## src/rtl/fetch_pkg.sv

```systemverilog
// Shared constants and state encoding for the instruction fetch stage.
package fetch_pkg;

    localparam int unsigned DEF_ADDR_W         = 16;
    localparam int unsigned DEF_DATA_W         = 16;
    localparam logic [15:0] DEF_RESET_PC       = 16'h0000;
    localparam int unsigned DEF_TIMEOUT_CYCLES = 255;

    // Width of the mem_ready wait counter; TIMEOUT_CYCLES must fit in it.
    localparam int unsigned TMO_W = 8;

    typedef enum logic [1:0] {
        IDLE = 2'd0,
        REQ  = 2'd1,
        LOAD = 2'd2
    } fetch_state_t;

endpackage

```

## src/rtl/pc_reg.sv

```systemverilog
// Program counter register: synchronous reset, load has priority over increment.
module pc_reg
    import fetch_pkg::*;
#(
    parameter int unsigned       ADDR_W   = DEF_ADDR_W,
    parameter logic [ADDR_W-1:0] RESET_PC = '0
) (
    input  logic              clk,
    input  logic              rst,
    input  logic              load,
    input  logic [ADDR_W-1:0] load_val,
    input  logic              inc,
    output logic [ADDR_W-1:0] pc
);

    always_ff @(posedge clk) begin
        if (rst) begin
            pc <= RESET_PC;
        end else if (load) begin
            pc <= load_val;
        end else if (inc) begin
            pc <= pc + ADDR_W'(1);
        end
    end

endmodule

```

## src/rtl/instr_fetch.sv

```systemverilog
// Fetch stage: owns the PC, runs the instruction-memory read handshake and loads the IR.
// Optional mem_ready timeout is enabled by defining FETCH_TIMEOUT_EN.
module instr_fetch
    import fetch_pkg::*;
#(
    parameter int unsigned       ADDR_W   = DEF_ADDR_W,
    parameter int unsigned       DATA_W   = DEF_DATA_W,
    parameter logic [ADDR_W-1:0] RESET_PC = ADDR_W'(DEF_RESET_PC)
`ifdef FETCH_TIMEOUT_EN
    ,
    parameter int unsigned       TIMEOUT_CYCLES = DEF_TIMEOUT_CYCLES
`endif
) (
    input  logic              clk,
    input  logic              rst,
    input  logic              fetch_req,
    input  logic              pc_load,
    input  logic [ADDR_W-1:0] pc_load_val,
    output logic              mem_rd,
    output logic [ADDR_W-1:0] mem_addr,
    input  logic [DATA_W-1:0] mem_rdata,
    input  logic              mem_ready,
    output logic              ir_en,
    output logic [DATA_W-1:0] ir_data,
    output logic              fetch_done,
    output logic              busy,
    output logic [ADDR_W-1:0] pc,
    output logic              fetch_err
);

    fetch_state_t      state, state_nxt;
    logic              pend_vld;
    logic [ADDR_W-1:0] pend_addr;
    logic              pc_ld, pc_inc, ir_cap, tmo_hit;
    logic [ADDR_W-1:0] pc_ld_val;
    logic              redir;
    logic [ADDR_W-1:0] redir_tgt;

    pc_reg #(
        .ADDR_W  (ADDR_W),
        .RESET_PC(RESET_PC)
    ) u_pc_reg (
        .clk     (clk),
        .rst     (rst),
        .load    (pc_ld),
        .load_val(pc_ld_val),
        .inc     (pc_inc),
        .pc      (pc)
    );

    assign mem_addr = pc;

    // A strobe in the current cycle is the newest redirect and beats the latched one.
    assign redir     = pc_load | pend_vld;
    assign redir_tgt = pc_load ? pc_load_val : pend_addr;

`ifdef FETCH_TIMEOUT_EN
    logic [TMO_W-1:0] tmo_cnt;

    always_ff @(posedge clk) begin
        if (rst || state != REQ) begin
            tmo_cnt <= '0;
        end else begin
            tmo_cnt <= tmo_cnt + TMO_W'(1);
        end
    end

    assign tmo_hit = (state == REQ) && (tmo_cnt == TMO_W'(TIMEOUT_CYCLES - 1));

    always_ff @(posedge clk) begin
        if (rst) begin
            fetch_err <= 1'b0;
        end else begin
            fetch_err <= tmo_hit && !mem_ready;
        end
    end
`else
    assign tmo_hit   = 1'b0;
    assign fetch_err = 1'b0;
`endif

    always_ff @(posedge clk) begin
        if (rst) begin
            state <= IDLE;
        end else begin
            state <= state_nxt;
        end
    end

    always_comb begin
        state_nxt = state;
        pc_ld     = 1'b0;
        pc_ld_val = pc_load_val;
        pc_inc    = 1'b0;
        ir_cap    = 1'b0;
        case (state)
            IDLE: begin
                if (pc_load) begin
                    pc_ld = 1'b1;
                end else if (fetch_req) begin
                    state_nxt = REQ;
                end
            end
            REQ: begin
                if (mem_ready) begin
                    if (redir) begin
                        pc_ld     = 1'b1;
                        pc_ld_val = redir_tgt;
                        state_nxt = IDLE;
                    end else begin
                        pc_inc    = 1'b1;
                        ir_cap    = 1'b1;
                        state_nxt = LOAD;
                    end
                end else if (tmo_hit) begin
                    pc_ld     = redir;
                    pc_ld_val = redir_tgt;
                    state_nxt = IDLE;
                end
            end
            LOAD: begin
                pc_ld     = pc_load;
                state_nxt = fetch_req ? REQ : IDLE;
            end
            default: state_nxt = IDLE;
        endcase
    end

    // Redirect latch lives only while the read stays outstanding in REQ.
    always_ff @(posedge clk) begin
        if (rst || state_nxt != REQ) begin
            pend_vld  <= 1'b0;
            pend_addr <= '0;
        end else if (state == REQ && pc_load) begin
            pend_vld  <= 1'b1;
            pend_addr <= pc_load_val;
        end
    end

    always_ff @(posedge clk) begin
        if (rst) begin
            mem_rd     <= 1'b0;
            busy       <= 1'b0;
            ir_en      <= 1'b0;
            fetch_done <= 1'b0;
            ir_data    <= '0;
        end else begin
            mem_rd     <= (state_nxt == REQ);
            busy       <= (state_nxt == REQ);
            ir_en      <= (state_nxt == LOAD);
            fetch_done <= (state_nxt == LOAD);
            if (ir_cap) begin
                ir_data <= mem_rdata;
            end
        end
    end

endmodule

```

## config.mk

```make
export PLATFORM = sky130hd
export DESIGN_NAME = instr_fetch
export DESIGN_NICKNAME = d
export VERILOG_FILES = /design/src/rtl/fetch_pkg.sv /design/src/rtl/pc_reg.sv /design/src/rtl/instr_fetch.sv
export SDC_FILE = /design/constraint.sdc
export NUM_CORES = 1
export LEC_CHECK = 0
export ABC_CLOCK_PERIOD_IN_PS = 2700
export BUFFER_PORTS_ARGS = -buffer_cell sky130_fd_sc_hd__buf_2
export CAP_MARGIN = 5
export CORE_MARGIN = 8
export CORE_UTILIZATION = 50
export DETAILED_ROUTE_END_ITERATION = 6
export GPL_TIMING_DRIVEN = 0
export PLACE_DENSITY = 0.8
export SYNTH_ARGS = -nofsm -noshare
export SYNTH_HDL_FRONTEND = slang
export SYNTH_SLANG_ARGS = --single-unit
```

## constraint.sdc

```tcl
create_clock -name clk -period 2.7 [get_ports clk]
set_input_delay 0.27 -clock clk [delete_from_list [all_inputs] [get_ports clk]]
set_output_delay 0.27 -clock clk [all_outputs]
set_load 0.02 [all_outputs]
```

==> qor.log <==
qor: run_status.outcome finished clean
qor: floorplanning.area_of_the_core_region 0.00504 mm²
qor: layout.post_layout_nonfiller_instances 495
qor: detailed_routing.routed_wire_length_per_instance 14.2 µm
qor: critical_path.timing.critical_path.to_type register
qor: logic_synthesis.synth.ff_latch_count 53
qor: global_route.grt_first_pass_wirelength 11.4 mm
qor: layout.ff_latch_area 0.00106 mm²
qor: place.io_buf_count 87
qor: logic_synthesis.number_of_cells_produced_by_synthesis 330
qor: logic_synthesis.synthTopCellsByCount 82 x sky130_fd_sc_hd__nand2_1, 53 x sky130_fd_sc_hd__dfxtp_1, 44 x sky130_fd_sc_hd__a21oi_1, 21 x sky130_fd_sc_hd__nor2_1, 19 x sky130_fd_sc_hd__buf_4
qor: worst_hold_path.worst_hold_path_type in2reg
qor: critical_path.critical_path_required 2.94 ns
qor: logic_synthesis.yosysWarnings 0
qor: power_and_ir_drop.cellLeakagePower 1.41 nW
qor: global_route.track_usage 0.186
qor: detailed_routing.post_drt_via_cell_ratio 5.22
qor: sta.fin_tns_setup 0 ns
qor: detailed_routing.initialDrtViolationCount 324
qor: cts.post-cts-setup-buffer-count 0
qor: critical_path.worst-endpoint-arrival 2.49 ns
qor: cts.clock_sinks 53
qor: sta.timing.slew.headroom 0.513
qor: critical_path.timing_worst_setup_path_type reg2reg
qor: cts.clk_latency 0.30 ns
qor: power_and_ir_drop.pwr_cell_area 494 mW/mm²
qor: sta.clock_skew 0.00391 ns
qor: place.place_worst_setup_slack 0.474 ns
qor: critical_path.worst_setup_path_start_kind register
qor: layout.antenna-diode-count 0
qor: sta.fmax 444 MHz
qor: logic_synthesis.synth_top_area_share 0.413
qor: detailed_routing.drt_pass1_iterations 4
qor: detailed_routing.totalWireLength 7.01 mm
qor: sta.fin_hold_ws 0.190 ns
qor: power_and_ir_drop.irDropWorstVdd 0.294 mV
qor: sta.post-route-period-util 0.834
qor: floorplanning.dieWidth 87.7 µm
qor: critical_path.crit_path_max_fanout 10
qor: layout.fin_util 0.631
qor: logic_synthesis.avgSynthCellArea 7.79 µm²
qor: logic_synthesis.synth_nets 368
qor: layout.share_of_final_layout_standard_cells_stronger_than_drive_strength_1 0.306
qor: sta.slew_viol_final 0
qor: sta.worst_slew_pin_slew 0.728 ns
qor: sta.rsz0062_at_grt false
qor: cts.cts_buffers 5
qor: logic_synthesis.postSynth.topFlopCell sky130_fd_sc_hd__dfxtp_1
qor: sta.fin_crit 2.25 ns
qor: layout.multi_input_area 0.00124 mm²
qor: logic_synthesis.edff_count_synth 0
qor: cts.clockRootBuffer sky130_fd_sc_hd__clkbuf_8
qor: place.placed_cells_incl_taps 487
qor: global_route.antenna_found_initial 0
qor: layout.fillCellCount 465
qor: sta.final.setup.worst_slack 0.447 ns
qor: cts.post_cts_resized 0
qor: floorplanning.row_count 26
qor: global_route.grt_start_max_net_pins 17
qor: job.maxCapViolCount 0
qor: layout.finalNetCount 462
qor: logic_synthesis.post-synth-top-count-cell sky130_fd_sc_hd__nand2_1
qor: sta.timing_hold_violations_final 0
qor: cts.cts.hold.buffers_added 0
qor: logic_synthesis.synth_async_sr_flop_share 0
qor: cts.clock_tree.buffer_depth 2
qor: logic_synthesis.ys_seq_area_frac 0.413
qor: cts.ctsHtreeMaxLevel 2
qor: place.place_congestion 0.931
qor: floorplanning.die_boundary_height 87.7 µm
qor: detailed_routing.detailroute.via_count 2,582
qor: global_route.vias_in_the_first_global_route 2,371
qor: place.dp.final_hpwl 5.36 mm
qor: global_route.global_route.overflow_total 0
qor: logic_synthesis.synth_area_leaders sky130_fd_sc_hd__dfxtp_1 41%, sky130_fd_sc_hd__nand2_1 12%, sky130_fd_sc_hd__a21oi_1 8.6%
qor: cts.cts.reportedPaths.clkPinSlew 0.09 ns
qor: layout.syn2layout_area_growth 23.7%
qor: sta.final-setup-viol-count 0
qor: detailed_routing.antenna_violating_nets_post_route 0
qor: logic_synthesis.syn-cell-area 0.00257 mm²
qor: floorplanning.die_area 0.00769 mm²
qor: logic_synthesis.synth.lib_cells_used.distinct 43
qor: floorplanning.num_io_pins 90
qor: logic_synthesis.synth_area_leader_cell sky130_fd_sc_hd__dfxtp_1
qor: floorplanning.initial_utilization 0.510
qor: detailed_routing.drt_drc_violations_left 0
qor: cts.cts_tree done
==> critical path, cell delays in order, from the launching register on <==
cell and delay, ns:
sky130_fd_sc_hd__dfxtp_1 0.30, sky130_fd_sc_hd__clkbuf_1 0.19, sky130_fd_sc_hd__or2_2 0.33, sky130_fd_sc_hd__clkbuf_1 0.22, sky130_fd_sc_hd__nor2_1 0.61, sky130_fd_sc_hd__buf_2 0.33, sky130_fd_sc_hd__nand2_1 0.07, sky130_fd_sc_hd__a21oi_1 0.12
==> per-layer routing <==
metal | wire [µm] | GRT usage | vias to the layer above
li1 | - | - | 1314
met3 | 512 | 0.0356 | 11
met5 | 0 | 0 | -
met1 | 3000 | 0.243 | 1171
met2 | 3400 | 0.299 | 86
met4 | 105 | 0.0641 | 0
==> cell families (layout without fill, tap and decap cells) <==
kind of cell    Yosys count  in the layout  share of synthesized area
buf+inv                  44            139                      0.106
simple gates            135            135                      0.229
mux                      10             10                     0.0438
xor+xnor                  1              1                    0.00341
other cells               1              1                    0.00146
fa+ha+maj                 1              1                    0.00487
flops                    53             53                      0.413
compound gates           85             85                      0.199
==> final timing paths <==
kind / from / slack (ns) / endpoint / cells after the start
hold / removal: mem_rdata[13] / 0.19 / ir_data[13]$_SDFFE_PP0P_ / 3
hold reg to reg: ir_data[13]$_SDFFE_PP0P_ / 0.46 / ir_data[13]$_SDFFE_PP0P_ / 2
setup reg to reg: pend_vld$_SDFFE_PP0P_ / 0.45 / ir_data[8]$_SDFFE_PP0P_ / 7
setup / recovery: pend_vld$_SDFFE_PP0P_ / 0.45 / ir_data[8]$_SDFFE_PP0P_ / 7
==> power breakdown <==
group / internal [mW] / leakage, nW / switching (mW)
combinational: 0.119 / 0.931 / 0.173
clock: 0.179 / 0.0439 / 0.254
sequential: 0.808 / 0.431 / 0.0358
total: 1.11 / 1.41 / 0.463
==> cell type report <==
type	instances	share of cell area
clock inverters	3	0.00551
inverters	4	0.00472
clock buffers	5	0.0216
flip-flops and latches	53	0.334
plain buffers	40	0.0807
repair buffers	87	0.137
multi-input cells	233	0.389
well taps	70	0.0275
==> layout by cell type, fill, tap and decap left out, drive strengths merged, types with 2 or more instances in the layout <==
master  count
buf       111
nand2      82
dfxtp      53
a21oi      44
nor2       21
clkbuf     21
o21ai      10
nand3      10
mux2        7
nand4       6
a211oi      6
a31oi       5
inv         4
nor3        4
a21o        3
a22oi       3
o221ai      3
mux2i       3
or2         2
nand2b      2
o22ai       2
a311oi      2
nor4        2
a21boi      2
clkinv      2
==> metrics by stage <==
stage / power [mW] / area (µm²)
after floorplan: 1.04 / 2570
after global placement: 1.15 / 3090
after detailed placement: 1.15 / 3090
after CTS: 1.59 / 3180
after global routing: 1.66 / 3180
final: 1.57 / 3180
Power figures use the tool's default switching activity.
